**config.mk**
```make
export PLATFORM = sky130hd
export DESIGN_NAME = fetch_unit_flat
export DESIGN_NICKNAME = d
export VERILOG_FILES = /design/src/rtl/fetch_unit_pkg.sv /design/src/rtl/fetch_unit_if.sv /design/src/rtl/fetch_fifo.sv /design/src/rtl/fetch_unit.sv /design/src/flat_wrapper.sv
export SDC_FILE = /design/constraint.sdc
export NUM_CORES = 1
export LEC_CHECK = 0
export ABC_AREA = 1
export BUFFER_PORTS_ARGS = -buffer_cell sky130_fd_sc_hd__buf_2
export CORE_MARGIN = 2
export CORE_UTILIZATION = 35
export DETAILED_ROUTE_END_ITERATION = 10
export SYNTH_ARGS = -nofsm -noshare
export SYNTH_HDL_FRONTEND = slang
export SYNTH_SLANG_ARGS = --single-unit
```
**constraint.sdc**
```tcl
create_clock -name clk -period 6.55 [get_ports clk]
set_input_delay 0.3275 -clock clk [delete_from_list [all_inputs] [get_ports clk]]
set_output_delay 0.3275 -clock clk [all_outputs]
set_load 0.03 [all_outputs]
```
**src/rtl/fetch_unit_pkg.sv**
```systemverilog
// Shared fetch-stage constants, also consumed by the branch unit.
package fetch_unit_pkg;

    localparam int A_WIDTH_DEF = 32;
    localparam int D_WIDTH_DEF = 32;
    localparam int INSTR_BYTES = D_WIDTH_DEF / 8;
    localparam int FIFO_DEPTH  = 2;

    localparam logic [A_WIDTH_DEF-1:0] RESET_PC_DEF = 32'h0000_0000;

endpackage

```
**src/rtl/fetch_unit_if.sv**
```systemverilog
// Fetch-stage bus: instruction-memory request/response plus the decode handshake.
interface fetch_unit_if
    import fetch_unit_pkg::*;
#(
    parameter int A_WIDTH = A_WIDTH_DEF,
    parameter int D_WIDTH = D_WIDTH_DEF
);

    logic [A_WIDTH-1:0] imem_addr;
    logic [D_WIDTH-1:0] imem_rdata;
    logic               out_valid;
    logic               out_ready;
    logic [D_WIDTH-1:0] out_instr;
    logic [A_WIDTH-1:0] out_pc;

    modport master (
        output imem_addr,
        input  imem_rdata,
        output out_valid,
        input  out_ready,
        output out_instr,
        output out_pc
    );

    modport slave (
        input  imem_addr,
        output imem_rdata,
        input  out_valid,
        output out_ready,
        input  out_instr,
        input  out_pc
    );

endinterface

```
**src/rtl/fetch_fifo.sv**
```systemverilog
// Two-entry synchronous FIFO that buffers returning fetches; flush empties it in one cycle.
module fetch_fifo
    import fetch_unit_pkg::*;
#(
    parameter int WIDTH = 64
) (
    input  logic             clk,
    input  logic             rst_n,
    input  logic             push_i,
    input  logic [WIDTH-1:0] push_data_i,
    input  logic             pop_i,
    input  logic             flush_i,
    output logic [1:0]       count_o,
    output logic [WIDTH-1:0] head_o
);

    logic [WIDTH-1:0] entries_q [FIFO_DEPTH];
    logic [WIDTH-1:0] entries_d [FIFO_DEPTH];
    logic             wr_ptr_q, wr_ptr_d;
    logic             rd_ptr_q, rd_ptr_d;
    logic [1:0]       count_q, count_d;

    // NOTE: every next-state variable takes its held value first, so no path leaves it unassigned and no latch is inferred.
    always_comb begin
        entries_d = entries_q;
        wr_ptr_d  = wr_ptr_q;
        rd_ptr_d  = rd_ptr_q;
        count_d   = count_q;
        if (flush_i) begin
            wr_ptr_d = 1'b0;
            rd_ptr_d = 1'b0;
            count_d  = 2'd0;
        end else begin
            if (push_i) begin
                entries_d[wr_ptr_q] = push_data_i;
                wr_ptr_d            = ~wr_ptr_q;
            end
            if (pop_i) begin
                rd_ptr_d = ~rd_ptr_q;
            end
            count_d = count_q + 2'(push_i) - 2'(pop_i);
        end
    end

    // NOTE: the storage is reset too, so the head reads as all-zero out of reset rather than X.
    always_ff @(posedge clk or negedge rst_n) begin
        if (!rst_n) begin
            entries_q <= '{default: '0};
            wr_ptr_q  <= 1'b0;
            rd_ptr_q  <= 1'b0;
            count_q   <= 2'd0;
        end else begin
            // NOTE: non-blocking assignments keep every register sampling pre-edge values.
            entries_q <= entries_d;
            wr_ptr_q  <= wr_ptr_d;
            rd_ptr_q  <= rd_ptr_d;
            count_q   <= count_d;
        end
    end

    assign count_o = count_q;
    assign head_o  = entries_q[rd_ptr_q];

    overflow_a : assert property (@(posedge clk) disable iff (!rst_n)
        !(push_i && !pop_i && !flush_i && count_q == 2'd2));

    underflow_a : assert property (@(posedge clk) disable iff (!rst_n)
        !(pop_i && count_q == 2'd0));

endmodule

```
**src/rtl/fetch_unit.sv**
```systemverilog
// Instruction fetch: owns the PC, issues word-aligned reads and hands (instr, pc) pairs to decode.
module fetch_unit
    import fetch_unit_pkg::*;
#(
    parameter int                 A_WIDTH  = A_WIDTH_DEF,
    parameter int                 D_WIDTH  = D_WIDTH_DEF,
    parameter logic [A_WIDTH-1:0] RESET_PC = A_WIDTH'(RESET_PC_DEF)
) (
    input  logic               clk,
    input  logic               rst,
    input  logic               fetch_en,
    input  logic               redirect_valid,
    input  logic [A_WIDTH-1:0] redirect_pc,
    fetch_unit_if.master       bus
);

    typedef struct packed {
        logic [D_WIDTH-1:0] instr;
        logic [A_WIDTH-1:0] pc;
    } entry_t;

    localparam logic [A_WIDTH-1:0] PC_STEP    = A_WIDTH'(INSTR_BYTES);
    localparam logic [A_WIDTH-1:0] ALIGN_MASK = ~(PC_STEP - 1'b1);

    logic [A_WIDTH-1:0] pc_q, pc_d;
    logic [A_WIDTH-1:0] req_pc_q, req_pc_d;
    logic               req_vld_q, req_vld_d;

    logic               pop;
    logic               push;
    logic               issue;
    logic [1:0]         fifo_count;
    logic [2:0]         occupancy;
    entry_t             push_entry;
    entry_t             head;

    assign pop = bus.out_valid & bus.out_ready;

    // Slots already promised: buffered entries plus the in-flight read, less the one leaving now.
    assign occupancy = 3'(fifo_count) + 3'(req_vld_q) - 3'(pop);
    assign issue     = fetch_en & ~redirect_valid & (occupancy < 3'(FIFO_DEPTH));

    // A redirect drops the response of the fetch issued before it.
    assign push = req_vld_q & ~redirect_valid;

    always_comb begin
        pc_d      = pc_q;
        req_pc_d  = req_pc_q;
        req_vld_d = issue;
        if (redirect_valid) begin
            pc_d = redirect_pc & ALIGN_MASK;
        end else if (issue) begin
            pc_d     = pc_q + PC_STEP;
            req_pc_d = pc_q;
        end
    end

    always_ff @(posedge clk or negedge rst) begin
        if (!rst) begin
            pc_q      <= RESET_PC;
            req_pc_q  <= '0;
            req_vld_q <= 1'b0;
        end else begin
            pc_q      <= pc_d;
            req_pc_q  <= req_pc_d;
            req_vld_q <= req_vld_d;
        end
    end

    assign push_entry = '{instr: bus.imem_rdata, pc: req_pc_q};

    fetch_fifo #(
        .WIDTH ($bits(entry_t))
    ) u_fifo (
        .clk         (clk),
        .rst_n       (rst),
        .push_i      (push),
        .push_data_i (push_entry),
        .pop_i       (pop),
        .flush_i     (redirect_valid),
        .count_o     (fifo_count),
        .head_o      (head)
    );

    assign bus.imem_addr = pc_q;
    assign bus.out_valid = (fifo_count != 2'd0);
    assign bus.out_instr = head.instr;
    assign bus.out_pc    = head.pc;

endmodule

```
**src/flat_wrapper.sv**
```systemverilog
// flat-port wrapper written by rule: the top's interface ports become plain ports
module fetch_unit_flat import fetch_unit_pkg::*;
#(
    parameter int                 A_WIDTH  = A_WIDTH_DEF,
    parameter int                 D_WIDTH  = D_WIDTH_DEF,
    parameter logic [A_WIDTH-1:0] RESET_PC = A_WIDTH'(RESET_PC_DEF)
)
  (clk, rst, fetch_en, redirect_valid, redirect_pc, bus_imem_addr, bus_imem_rdata, bus_out_valid, bus_out_ready, bus_out_instr, bus_out_pc);
  fetch_unit_if #(.A_WIDTH(A_WIDTH), .D_WIDTH(D_WIDTH)) bus_i ();
  input  logic clk;
  input  logic rst;
  input  logic fetch_en;
  input  logic redirect_valid;
  input  logic [A_WIDTH-1:0] redirect_pc;
  output wire logic [$bits(bus_i.imem_addr)-1:0] bus_imem_addr;
  input wire logic [$bits(bus_i.imem_rdata)-1:0] bus_imem_rdata;
  output wire logic [$bits(bus_i.out_valid)-1:0] bus_out_valid;
  input wire logic [$bits(bus_i.out_ready)-1:0] bus_out_ready;
  output wire logic [$bits(bus_i.out_instr)-1:0] bus_out_instr;
  output wire logic [$bits(bus_i.out_pc)-1:0] bus_out_pc;
  assign bus_imem_addr = bus_i.imem_addr;
  assign bus_i.imem_rdata = bus_imem_rdata;
  assign bus_out_valid = bus_i.out_valid;
  assign bus_i.out_ready = bus_out_ready;
  assign bus_out_instr = bus_i.out_instr;
  assign bus_out_pc = bus_i.out_pc;
  fetch_unit #(.A_WIDTH(A_WIDTH), .D_WIDTH(D_WIDTH), .RESET_PC(RESET_PC)) u_core (.clk(clk), .rst(rst), .fetch_en(fetch_en), .redirect_valid(redirect_valid), .redirect_pc(redirect_pc), .bus(bus_i));
endmodule
```
==> results by stage, run 1 <==
Outcome:
- The run finished with clean final reports.

Synthesis:
- Yosys printed 0 warnings.
- Counting every instance in the synthesized netlist gives 1198.
- Of the synthesized area, sequential elements account for 52.5%.
- Dividing the synthesized area by the synthesized cell count gives 7.52 µm².
- The number of different library cells in the post-synthesis netlist is 26.
- In this run, synthesis produced a sequential element count of 189.
- The post-synthesis instance area is 9010 µm².

Detailed routing:
- Wires add up to 22100 µm.
- The number of remaining DRC errors is 0.
- The count of nets left with antenna violations once routing finished came out at 0.
- The average wire per standard cell is 13.3 µm.
- The routed layout has 7545 vias.
- The first-iteration detailed-routing DRC count is 526.
- For this run, the detailed router's first-pass iteration total came to 5.
- The routed via count divided by cell count is 4.52.

Timing:
- The worst path needs 3.51 ns of the cycle, external delays included.
- The setup TNS is 0 ns.
- The number of slew-limit violations in the final report is 0.
- Setup violations remaining at the end of the flow were counted as 0.
- For the pin with the worst max-slew slack, the measured transition is 0.806 ns.
- The tightest slew margin relative to the limit is 46.3%.
- Setup repair after global routing left no endpoint under its margin.
- The hold violation count in the final report came to 0.
- The final critical path takes up 53.6% of the cycle.
- The worst setup skew after layout is 0.00913 ns.
- Based on the critical path, the design can be clocked at up to 285 MHz.
- The worst slack on hold paths is 0.121 ns.
- Across all setup checks in the final design, the least slack found is 3.04 ns.

Place:
- The number of placed instances, taps included is 1637.
- Detailed placement ended at an HPWL of 15100 µm.
- The placement-stage worst setup slack is 3.01 ns.
- The number of input and output port buffers inserted is 159.
- Routability-driven placement finished with a final weighted congestion of 0.878.

Finish:
- The area of the multi-input gates is 3480 µm².
- In the layout the commonest cells are sky130_fd_sc_hd__nand2_1 (484), sky130_fd_sc_hd__dfrtp_1 (188), sky130_fd_sc_hd__buf_2 (158), sky130_fd_sc_hd__inv_1 (132), sky130_fd_sc_hd__o21ai_0 (109).
- The layout overhead on the synthesized area is 18.4%.
- Leaving out fill and tap cells, the most frequent cell in the layout is sky130_fd_sc_hd__nand2_1.
- The number of diodes added for antenna fixing is 0.
- The fraction of layout instances using a drive strength above 1 is 15.7%.
- The total area of sequential cells is 4730 µm².
- Fill cells in the final layout number 2636.
- At the end of the flow, the number of nets in the layout was 1400.
- The count of cells in the finished layout, fillers not included, comes to 1669.

Clock tree:
- The clock sink total is 189.
- The total number of H-tree levels is 4.
- Clock latency on the worst-skew pair, taken at its later pin, is 0.42 ns.
- Clock-pin slew was measured on the worst setup and hold paths at 0.07 ns.
- The number of clock buffers inserted by TritonCTS is 17.
- The clock tree root driver cell is sky130_fd_sc_hd__clkbuf_16.
- TritonCTS built the clock tree.
- In this run the deepest clock path goes through 2 buffers.

Global routing:
- The remaining global-route overflow is 0.
- The first-pass GRT wire length is 36300 µm.
- The pin count of the biggest net entering global routing is 81.
- Across every metal layer, demand over resource in global routing totals 16.9%.
- The initial antenna violation count is 0.
- The via count of the first global-routing pass is 7049.

Hold path:
- The classification of the worst-slack hold path is in -> reg.

Floorplan:
- The initial core utilization is 35.7%.
- The placeable core region is 25300 µm².
- For this design the top-level I/O count stands at 166.
- Measured along the x axis, the die boundary spans 164 µm.
- The full die area is 27100 µm².
- The vertical die dimension is 164 µm.
- The placement row count is 58.

Power:
- Dividing total power by cell area gives a power density of 496 nW/µm².
- Summed over all cells, the static leakage comes to 5.78 nW.
- Overall power consumption after layout is estimated at 5.29 mW.
- The peak ir drop on the vdd network is 0.000197 V.

Setup path:
- The critical path is of the reg -> reg type.
- STA puts the critical path data arrival time at 3.87 ns.
- For this run, the slowest stage of the critical path takes 0.57 ns.
- The top fanout value on the critical path is 80.
- The worst-path cell with the longest stage delay is sky130_fd_sc_hd__buf_4.
- The cell repeated most along the worst path is sky130_fd_sc_hd__nand2_1.
- STA classifies the critical path startpoint as a flip-flop.
- The data required time at the worst endpoint is 6.91 ns.
- The critical path endpoint category is a flip-flop.
- The signal on the critical path passes through or2_2 > nand2_1 > nor2_1 > o21ai_0 > fa_1 > nand2_1 > nor2_1 > nand2_2 > buf_4 > nand2_1 > inv_1 > nand2_1 > nand3_1.

Job:
- The tool flagged a number of max-cap violations equal to 0.
## logic make-up after synthesis
group / synth area share [%]
buffers and inverters: 9.27
adder cells (fa/ha/maj): 0.639
AND/OR/NAND/NOR: 27.3
other: 0.0416
AO/OA/AOI/OAI: 9.90
XOR/XNOR: 0.389
flip-flops: 52.5
## power by group
group | switching (mW) | internal, mW | leakage (nW)
registers | 0.319 | 1.65 | 2.39
clock network | 0.454 | 0.730 | 0.332
logic | 1.52 | 0.615 | 3.06
## path summary, 6_finish.rpt
check	start	end	slack, ns	depth (start not counted)
max	u_core.u_fifo.count_o[1]$_DFF_PN0_	u_core.bus.imem_addr[9]$_DFFE_PN0P_	3.04	13
min	redirect_pc[10]	u_core.bus.imem_addr[10]$_DFFE_PN0P_	0.12	3
max reg2reg	u_core.u_fifo.count_o[1]$_DFF_PN0_	u_core.bus.imem_addr[9]$_DFFE_PN0P_	3.04	13
min reg2reg	u_core.u_fifo.entries_q[60]$_DFFE_PN0P_	u_core.u_fifo.entries_q[60]$_DFFE_PN0P_	0.48	2
max in group asynchronous	rst	u_core.u_fifo.entries_q[48]$_DFFE_PN0P_	4.85	3
min in group asynchronous	rst	u_core.u_fifo.entries_q[119]$_DFFE_PN0P_	0.47	2
## synth_stat cells (all sizes together)
| library cell | instances | area, µm² |
|---|---|---|
| o21ai | 159 | 807 |
| conb | 1 | 3.75 |
| or2 | 3 | 18.8 |
| buf | 31 | 214 |
| inv | 135 | 512 |
| clkbuf | 29 | 110 |
| nand2 | 486 | 1830 |
| nor2 | 73 | 274 |
| fa | 1 | 20.0 |
| nand3 | 68 | 340 |
| dfrtp | 189 | 4730 |
| a21oi | 14 | 70.1 |
| xnor2 | 1 | 8.76 |
| o211ai | 2 | 15.0 |
| xor2 | 3 | 26.3 |
| ha | 3 | 37.5 |
## area by class of cell
type / instances / area share, %
Inverter: 135 / 4.79
Timing Repair Buffer: 167 / 8.12
Sequential cell: 189 / 44.3
Clock buffer: 18 / 4.11
Tap cell: 330 / 3.87
Multi-Input combinational cell: 817 / 32.6
Clock inverter: 13 / 2.19
## what timing repair did
| action | 4_1_cts | 5_1_grt |
|---|---|---|
| gates resized for setup | 0 | 0 |
| buffers inserted | 0 | 0 |
| hold buffers | 1 | 0 |
| endpoints found under the hold margin | 69 | 0 |
## worst max-delay path: cells and delay by family, from the launching register on
kind	cells	cell delay (ns)
adders and majority gates	1	0.44
and+or+nand+nor	9	1.40
buffers and inverters	2	0.92
AOI/OAI and AO/OA	1	0.21
DFF	1	0.44
## metal layers
metal,track usage [%],vias up,wire length [µm]
li1,-,3953,-
met1,24.6,3406,11000
met2,26.3,171,9810
met3,2.86,15,1080
met4,3.83,0,259
met5,0,-,0
## through the flow
stage / utilization, % / cell area [µm²]
global placement: 39.6 / 9990
CTS: 42.3 / 10700
floorplan: - / 9020
global route: 42.3 / 10700
detailed placement: 39.6 / 9990
finish: 42.3 / 10700
## flip-flops by register name, summed over array words and instances, names as in the netlist
signal	count
u_core.u_fifo.entries_q	124
u_core.bus.imem_addr	30
u_core.req_pc_q	30
u_core.u_fifo.count_o	2
u_core.req_vld_q	1
u_core.u_fifo.rd_ptr_q	1
u_core.u_fifo.wr_ptr_q	1
Power figures use the tool's default switching activity.
==> run 2: changes to the inputs <==
==> constraint.sdc (replaced) <==
create_clock -name clk -period 3.28 [get_ports clk]
set_input_delay 0.164 -clock clk [delete_from_list [all_inputs] [get_ports clk]]
set_output_delay 0.164 -clock clk [all_outputs]
set_load 0.03 [all_outputs]
==> results by stage, run 2 (same netlist as run 1, synthesis figures left out) <==
Outcome:
- Outcome: finished, final reports clean (unchanged).

Clock tree:
- The clock tree root driver cell is sky130_fd_sc_hd__clkbuf_16 (unchanged).
- The clock latency of the later-clocked register in the worst-skew pair came to 0.43 ns (was 0.42 ns).
- The total number of H-tree levels is 4 (unchanged).
- The number of clock buffers inserted by TritonCTS came to 17 (unchanged).
- The clock-pin slew on the worst setup and hold paths is 0.08 ns (was 0.07 ns).
- The number of instances resized during post-cts repair came to 0 (unchanged).
- The deepest clock path buffer count is 2 (unchanged).
- The clock sink total is 189 (unchanged).
- The post-CTS repair timing setup buffer count is 0 (unchanged).
- The clock tree from TritonCTS was done (unchanged).

Timing:
- The hold violation count in the final report is 0 (unchanged).
- The final critical-path required period came to 2.80 ns (was 3.51 ns).
- The worst slack on hold paths came to 0.0232 ns (was 0.121 ns).
- The total of endpoints with negative setup slack in the final report was 0 (unchanged).
- The maximum clock frequency is 357 MHz (was 285 MHz).
- The ratio of final minimum period to clock period was 85.5% (was 53.6%).
- The tightest slew margin relative to the limit is 43.3% (was 46.3%).
- The number of slew-limit violations in the final report is 0 (unchanged).
- The setup TNS is 0 ns (unchanged).
- The worst setup skew after layout is 0.0135 ns (was 0.00913 ns).
- The transition time of the tightest slew-check pin is 0.850 ns (was 0.806 ns).
- RSZ-0062 raised after global routing: no (unchanged).

Detailed routing:
- The total wirelength of the detailed-routed design is 22500 µm (was 22100 µm).
- The number of remaining DRC errors was 0 (unchanged).
- The first-iteration detailed-routing DRC count is 589 (was 526).
- The length of the first detailed-routing pass in iterations is 5 (unchanged).
- The number of nets with antenna violations after detailed routing is 0 (unchanged).
- The average wire per standard cell is 13.1 µm (was 13.3 µm).
- The routed via count divided by cell count is 4.57 (was 4.52).
- The number of vias in the routed layout is 7819 (was 7545).

Finish:
- The filler cell count is 2640 (was 2636).
- The layout net count is 1442 (was 1400).
- The fraction of layout instances using a drive strength above 1 is 15.3% (was 15.7%).
- The number of diodes added for antenna fixing is 0 (unchanged).
- The layout overhead on the synthesized area came to 23.0% (was 18.4%).
- The final standard cell count with taps included and fillers excluded is 1712 (was 1669).
- The area of the multi-input gates is 3480 µm² (unchanged).
- The register with the highest flop count was u_core.u_fifo.entries_q (unchanged).
- The post-layout instance area is 11100 µm² (was 10700 µm²).
- The flip-flop count of the largest register after layout is 124 (unchanged).
- The leading cell type in the layout, fill and taps excluded is sky130_fd_sc_hd__nand2_1 (unchanged).
- The total area of sequential cells was 4730 µm² (unchanged).
- Leading cell types in the layout, fill and taps excluded: sky130_fd_sc_hd__nand2_1 (484), sky130_fd_sc_hd__dfrtp_1 (188), sky130_fd_sc_hd__buf_2 (158), sky130_fd_sc_hd__inv_1 (132), sky130_fd_sc_hd__o21ai_0 (109) (unchanged).

Setup path:
- The nature of the critical path startpoint is a flip-flop (unchanged).
- The type of the worst setup path is reg -> reg (unchanged).
- The top fanout value on the critical path is 12 (was 80).
- The endpoint arrival time on the critical path is 3.12 ns (was 3.87 ns).
- The first element of the critical path is u_core.u_fifo.count_o[1]$_DFF_PN0_ (unchanged).
- The critical path's top delay family is simple AND/OR/NAND/NOR gates (unchanged).
- The cell repeated most along the worst path is sky130_fd_sc_hd__nand2_1 (unchanged).
- The critical path endpoint category is a flip-flop (unchanged).
- Worst-path cell chain: or2_2 > nand2_1 > inv_1 > nor2_1 > o21ai_0 > fa_1 > nand2_1 > nor2_1 > nand2_2 > nand2_1 > inv_1 > nand2_1 > nand3_1 (was or2_2 > nand2_1 > nor2_1 > o21ai_0 > fa_1 > nand2_1 > nor2_1 > nand2_2 > buf_4 > nand2_1 > inv_1 > nand2_1 > nand3_1).
- The register-to-register path setup slack came to 0.48 ns (was 3.04 ns).
- The startpoint of the worst-slack reg-to-reg timing path is u_core.u_fifo.count_o[1]$_DFF_PN0_ (unchanged).
- The worst-path cell with the longest stage delay is sky130_fd_sc_hd__fa_1 (was sky130_fd_sc_hd__buf_4).
- The data required time at the worst endpoint is 3.60 ns (was 6.91 ns).
- The number of buffer and inverter stages on the critical path is 2 (unchanged).
- The peak per-stage delay on the critical path is 0.49 ns (was 0.57 ns).

Floorplan:
- The placeable core region is 25300 µm² (unchanged).
- The initial core utilization was 35.7% (unchanged).
- The vertical die dimension is 164 µm (unchanged).
- The placement row count is 58 (unchanged).
- The die outline width was 164 µm (unchanged).
- The number of primary I/O pins is 166 (unchanged).
- The full die area is 27100 µm² (unchanged).

Power:
- The total power density per cell area is 940 nW/µm² (was 496 nW/µm²).
- The peak ir drop on the vdd network is 0.000370 V (was 0.000197 V).
- The total power after layout is 10.4 mW (was 5.29 mW).
- The leakage power summed over all cells is 5.93 nW (was 5.78 nW).

Global routing:
- The global-route usage over all layers is 17.1% (was 16.9%).
- The first-pass GRT wire length is 36900 µm (was 36300 µm).
- The remaining global-route overflow is 0 (unchanged).
- The via count of the first global-routing pass is 7272 (was 7049).
- The pin count of the biggest net entering global routing is 97 (was 81).
- The initial antenna violation count came to 0 (unchanged).

Hold path:
- The classification of the worst-slack hold path was in -> reg (unchanged).
- The startpoint of the lowest-slack hold path is redirect_pc[24] (was redirect_pc[10]).

Place:
- The total half-perimeter wirelength after legalization and detailed placement is 15100 µm (about the same).
- The final weighted congestion in routability-driven placement is 0.808 (was 0.878).
- The placed instance area is 10100 µm² (was 9990 µm²).
- The number of input and output port buffers inserted is 159 (unchanged).
- The number of placed instances, taps included came to 1639 (was 1637).

Job:
- The count of max-cap constraint violations came to 0 (unchanged).
## run 2: cell count changes in the layout (fill, tap and decap cells not counted)
cell	previous run	this run
sky130_fd_sc_hd__dlygate4sd3_1	1	41
sky130_fd_sc_hd__clkinv_2	2	1
sky130_fd_sc_hd__bufinv_16	6	3
sky130_fd_sc_hd__buf_12	0	5
sky130_fd_sc_hd__buf_4	7	4
sky130_fd_sc_hd__clkbuf_8	2	1
sky130_fd_sc_hd__clkbuf_1	0	1
sky130_fd_sc_hd__inv_8	0	1
sky130_fd_sc_hd__clkinvlp_4	0	4
## run 2: where the power goes
group | internal, mW | leakage (nW) | total [mW] | switching (mW)
registers | 3.30 | 2.39 | 3.94 | 0.633
clock network | 1.22 | 0.286 | 2.15 | 0.938
logic | 1.29 | 3.26 | 4.34 | 3.05
## run 2: tightest hold or removal path, cell delays in order
cell                      delay [ns]
sky130_fd_sc_hd__buf_2          0.07
sky130_fd_sc_hd__nand2_1        0.04
sky130_fd_sc_hd__nand2_1        0.06
sky130_fd_sc_hd__inv_1          0.04
sky130_fd_sc_hd__nand3_1        0.05
## run 2: per-layer routing
metal	wire length [µm]	vias to the layer above	track usage [%]	part of all wire (%)
li1	-	4029	-	-
met1	11000	3581	24.3	49
met2	10100	193	27.4	45
met3	1140	16	2.86	5.1
met4	198	0	4.19	0.88
met5	0	-	0	0
## run 2: timing repair
item,in CTS,in global routing
endpoints found under the hold margin,137,0
hold buffers,41,0
endpoints found under the setup margin,0,0
## run 2: worst paths after layout
path / cells past startpoint / endpoint
max: 13 / u_core.bus.imem_addr[7]$_DFFE_PN0P_
min: 5 / u_core.bus.imem_addr[24]$_DFFE_PN0P_
max reg2reg: 13 / u_core.bus.imem_addr[7]$_DFFE_PN0P_
min reg2reg: 2 / u_core.u_fifo.entries_q[84]$_DFFE_PN0P_
max in group asynchronous: 3 / u_core.u_fifo.entries_q[26]$_DFFE_PN0P_
min in group asynchronous: 2 / u_core.u_fifo.entries_q[120]$_DFFE_PN0P_
## run 2: through the flow
stage	util [%]	setup slack [ns]
floorplan	-	0.791
finish	43.9	0.475
global placement	39.9	0.524
CTS	43.9	0.451
global route	43.9	0.189
detailed placement	39.9	0.466
## run 2: area by class of cell
type                            instances  share of cell area, %
Clock buffer                           18                   3.87
Timing Repair Buffer                  209                   12.1
Tap cell                              330                   3.72
Sequential cell                       189                   42.7
Clock inverter                         14                   1.63
Multi-Input combinational cell        817                   31.4
Inverter                              135                   4.62
==> run 3: changes to the inputs <==
--- a/config.mk
+++ b/config.mk
@@ -7,7 +7,7 @@
 export LEC_CHECK = 0
 export ABC_AREA = 1
 export BUFFER_PORTS_ARGS = -buffer_cell sky130_fd_sc_hd__buf_2
-export CORE_MARGIN = 2
+export CORE_MARGIN = 1.5
 export CORE_UTILIZATION = 35
 export DETAILED_ROUTE_END_ITERATION = 10
 export SYNTH_ARGS = -nofsm -noshare
==> results by stage, run 3 (same netlist as run 1, synthesis figures left out) <==
Setup path:
- The top fanout value on the critical path is 12 (unchanged).
- The type of the worst setup path is reg -> reg (unchanged).
- The peak per-stage delay on the critical path is 0.51 ns (was 0.49 ns).
- The number of cell instances on the worst register-to-register path was 13 (unchanged).
- The first element of the critical path was u_core.u_fifo.count_o[1]$_DFF_PN0_ (unchanged).
- The critical path's top delay family was simple AND/OR/NAND/NOR gates (unchanged).
- The data required time at the worst endpoint is 3.59 ns (was 3.60 ns).
- The critical path endpoint category is a flip-flop (unchanged).
- The worst-path cell with the longest stage delay is sky130_fd_sc_hd__fa_1 (unchanged).
- The instance count on the critical path is 13 (unchanged).
- Worst-path cell chain: or2_2 > nand2_1 > inv_1 > nor2_1 > o21ai_0 > fa_1 > nand2_1 > nor2_1 > nand2_2 > nand2_1 > inv_1 > nand2_1 > nand3_1 (unchanged).
- The number of buffer and inverter stages on the critical path is 2 (unchanged).
- The startpoint of the worst-slack reg-to-reg timing path is u_core.u_fifo.count_o[1]$_DFF_PN0_ (unchanged).
- The endpoint arrival time on the critical path is 3.16 ns (was 3.12 ns).
- The cell repeated most along the worst path is sky130_fd_sc_hd__nand2_1 (unchanged).
- The nature of the critical path startpoint is a flip-flop (unchanged).

Timing:
- The setup TNS is 0 ns (unchanged).
- The final setup slack of the worst path came to 0.423 ns (was 0.475 ns).
- The transition time of the tightest slew-check pin is 0.821 ns (was 0.850 ns).
- The total of endpoints with negative setup slack in the final report came to 0 (unchanged).
- The worst setup skew after layout is 0.00985 ns (was 0.0135 ns).
- RSZ-0062 raised after global routing: no (unchanged).
- The hold violation count in the final report is 0 (unchanged).
- The ratio of final minimum period to clock period is 87.1% (was 85.5%).
- The final critical-path required period is 2.86 ns (was 2.80 ns).
- The maximum clock frequency came to 350 MHz (was 357 MHz).
- The tightest slew margin relative to the limit was 45.3% (was 43.3%).
- The number of slew-limit violations in the final report came to 0 (unchanged).

Power:
- The clock share of power came to 19.6% (was 20.7%).
- The internal power of the cells came to 5.72 mW (was 5.81 mW).
- The leakage power summed over all cells is 5.92 nW (was 5.93 nW).
- The peak ir drop on the vdd network is 0.000353 V (was 0.000370 V).
- The net switching fraction of the power is 44.5% (was 44.3%).
- The power dissipated by switching net loads is 4.59 mW (was 4.62 mW).
- The sequential fraction of design power is 38.3% (was 37.7%).
- The logic gate share of total power is 42.1% (was 41.6%).
- The total power density per cell area is 934 nW/µm² (was 940 nW/µm²).

Floorplan:
- The die outline width was 163 µm (was 164 µm).
- The placement row count was 58 (unchanged).
- The number of primary I/O pins came to 166 (unchanged).
- The initial core utilization came to 35.7% (unchanged).
- The vertical die dimension was 163 µm (was 164 µm).
- The placeable core region is 25300 µm² (unchanged).
- The full die area is 26700 µm² (was 27100 µm²).

Detailed routing:
- The first-iteration detailed-routing DRC count is 621 (was 589).
- The number of remaining DRC errors is 0 (unchanged).
- The number of nets with antenna violations after detailed routing is 0 (unchanged).
- The average wire per standard cell was 13.2 µm (was 13.1 µm).
- The number of vias in the routed layout is 7742 (was 7819).
- The total wirelength of the detailed-routed design is 22700 µm (was 22500 µm).
- The length of the first detailed-routing pass in iterations is 5 (unchanged).
- The routed via count divided by cell count is 4.52 (was 4.57).

Global routing:
- The first-pass GRT wire length is 37300 µm (was 36900 µm).
- The global routing usage on met2 is 27.8% (was 27.4%).
- The met3 demand-to-capacity share in global routing is 3.48% (was 2.86%).
- The met1 usage in global routing is 25.0% (was 24.3%).
- The layer with the highest usage is met2 (unchanged).
- The via count of the first global-routing pass came to 7247 (was 7272).
- The initial antenna violation count came to 0 (unchanged).
- The remaining global-route overflow is 0 (unchanged).
- The pin count of the biggest net entering global routing is 98 (was 97).
- The global-route usage over all layers is 17.6% (was 17.1%).

Finish:
- Leading cell types in the layout, fill and taps excluded: sky130_fd_sc_hd__nand2_1 (484), sky130_fd_sc_hd__dfrtp_1 (188), sky130_fd_sc_hd__buf_2 (158), sky130_fd_sc_hd__inv_1 (132), sky130_fd_sc_hd__o21ai_0 (109) (unchanged).
- The utilization after layout is 43.7% (was 43.9%).
- The register with the highest flop count is u_core.u_fifo.entries_q (unchanged).
- The flip-flop count of the largest register after layout is 124 (unchanged).
- The final standard cell count with taps included and fillers excluded came to 1714 (was 1712).
- The number of diodes added for antenna fixing came to 0 (unchanged).
- The layout overhead on the synthesized area was 22.4% (was 23.0%).
- The fraction of layout instances using a drive strength above 1 is 15.4% (was 15.3%).
- The layout net count was 1444 (was 1442).
- The leading cell type in the layout, fill and taps excluded is sky130_fd_sc_hd__nand2_1 (unchanged).

Outcome:
- Outcome: finished, final reports clean (unchanged).

Clock tree:
- The number of clock buffers inserted by TritonCTS is 17 (unchanged).
- The clock-pin slew on the worst setup and hold paths was 0.07 ns (was 0.08 ns).
- The total number of H-tree levels came to 4 (unchanged).
- The clock latency of the later-clocked register in the worst-skew pair was 0.43 ns (about the same).
- The clock sink total was 189 (unchanged).
- The post-CTS repair timing setup buffer count was 0 (unchanged).
- The deepest clock path buffer count is 2 (unchanged).
- The clock tree root driver cell is sky130_fd_sc_hd__clkbuf_16 (unchanged).
- The clock tree from TritonCTS is done (unchanged).

Place:
- The final weighted congestion in routability-driven placement was 0.814 (was 0.808).
- The total half-perimeter wirelength after legalization and detailed placement is 15400 µm (was 15100 µm).
- The number of placed instances, taps included is 1642 (was 1639).
- The placement-stage worst setup slack came to 0.428 ns (was 0.466 ns).
- The number of input and output port buffers inserted came to 159 (unchanged).

Hold path:
- The startpoint of the lowest-slack hold path is bus_imem_rdata[14] (was redirect_pc[24]).
- The cell count of the worst hold path is 3 (was 5).
- The classification of the worst-slack hold path is in -> reg (unchanged).

Job:
- The count of max-cap constraint violations is 0 (unchanged).
[run 3: changes by cell type in the layout (fill, tap and decap cells not counted), moves of 2 or more]
| cell | change |
|---|---|
| sky130_fd_sc_hd__clkbuf_1 | +2 |
| sky130_fd_sc_hd__bufinv_16 | -2 |
| sky130_fd_sc_hd__clkbuf_8 | +4 |
| sky130_fd_sc_hd__buf_12 | -2 |
| sky130_fd_sc_hd__buf_4 | +5 |
| sky130_fd_sc_hd__inv_6 | -2 |
[run 3: routing by layer]
metal	vias to the layer above	routed length, µm
li1	4037	-
met1	3497	11300
met2	196	10100
met3	12	1110
met4	0	189
met5	-	0
[run 3: stage by stage]
stage / total power [mW] / hold WS (ns) / cell area [µm²]
after floorplan: 6.98 / -0.132 / 9020
after global placement: 8.24 / 0.295 / 10100
after detailed placement: 8.34 / 0.302 / 10100
after CTS: 10.4 / 0.00558 / 11000
after global routing: 11.1 / 0.0317 / 11000
final: 10.3 / 0.0146 / 11000
[run 3: final cells by class]
class | instances | area [µm²]
fill | 2632 | 14200
tap | 330 | 413
multi-input combinational | 817 | 3480
sequential | 189 | 4730
inverter | 135 | 512
clock buffer | 24 | 492
timing repair buffer | 211 | 1330
clock inverter | 8 | 80.1
[run 3: worst register-to-register path, delay by kind of cell (launching register included)]
| kind | cells | cell delay, ns |
|---|---|---|
| buf+inv | 2 | 0.32 |
| flops | 1 | 0.45 |
| compound gates | 1 | 0.11 |
| simple gates | 9 | 1.35 |
| fa+ha+maj | 1 | 0.51 |
[run 3: what timing repair did]
item / 4_1_cts / 5_1_grt
endpoints found under the setup margin: 0 / 0
hold buffers: 40 / 0
hold endpoints to repair: 135 / 0
gates resized for setup: 0 / 0
[run 3: path summary, 6_finish.rpt]
check | end | slack (ns)
hold / removal | u_core.u_fifo.entries_q[110]$_DFFE_PN0P_ | 0.01
min in group asynchronous | u_core.u_fifo.entries_q[56]$_DFFE_PN0P_ | 0.36
setup / recovery | u_core.bus.imem_addr[6]$_DFFE_PN0P_ | 0.42
hold reg to reg | u_core.req_pc_q[18]$_DFFE_PN0P_ | 0.48
setup reg to reg | u_core.bus.imem_addr[6]$_DFFE_PN0P_ | 0.42
max in group asynchronous | u_core.u_fifo.entries_q[79]$_DFFE_PN0P_ | 2.06
[run 3: power groups by stage]
stage / clock [mW] / sequential [mW] / combinational, mW
floorplan: 0 / 4.09 / 2.88
global placement: 0 / 3.95 / 4.29
detailed placement: 0 / 3.98 / 4.36
CTS: 2.07 / 3.94 / 4.41
global route: 2.18 / 4.08 / 4.88
finish: 2.02 / 3.95 / 4.35
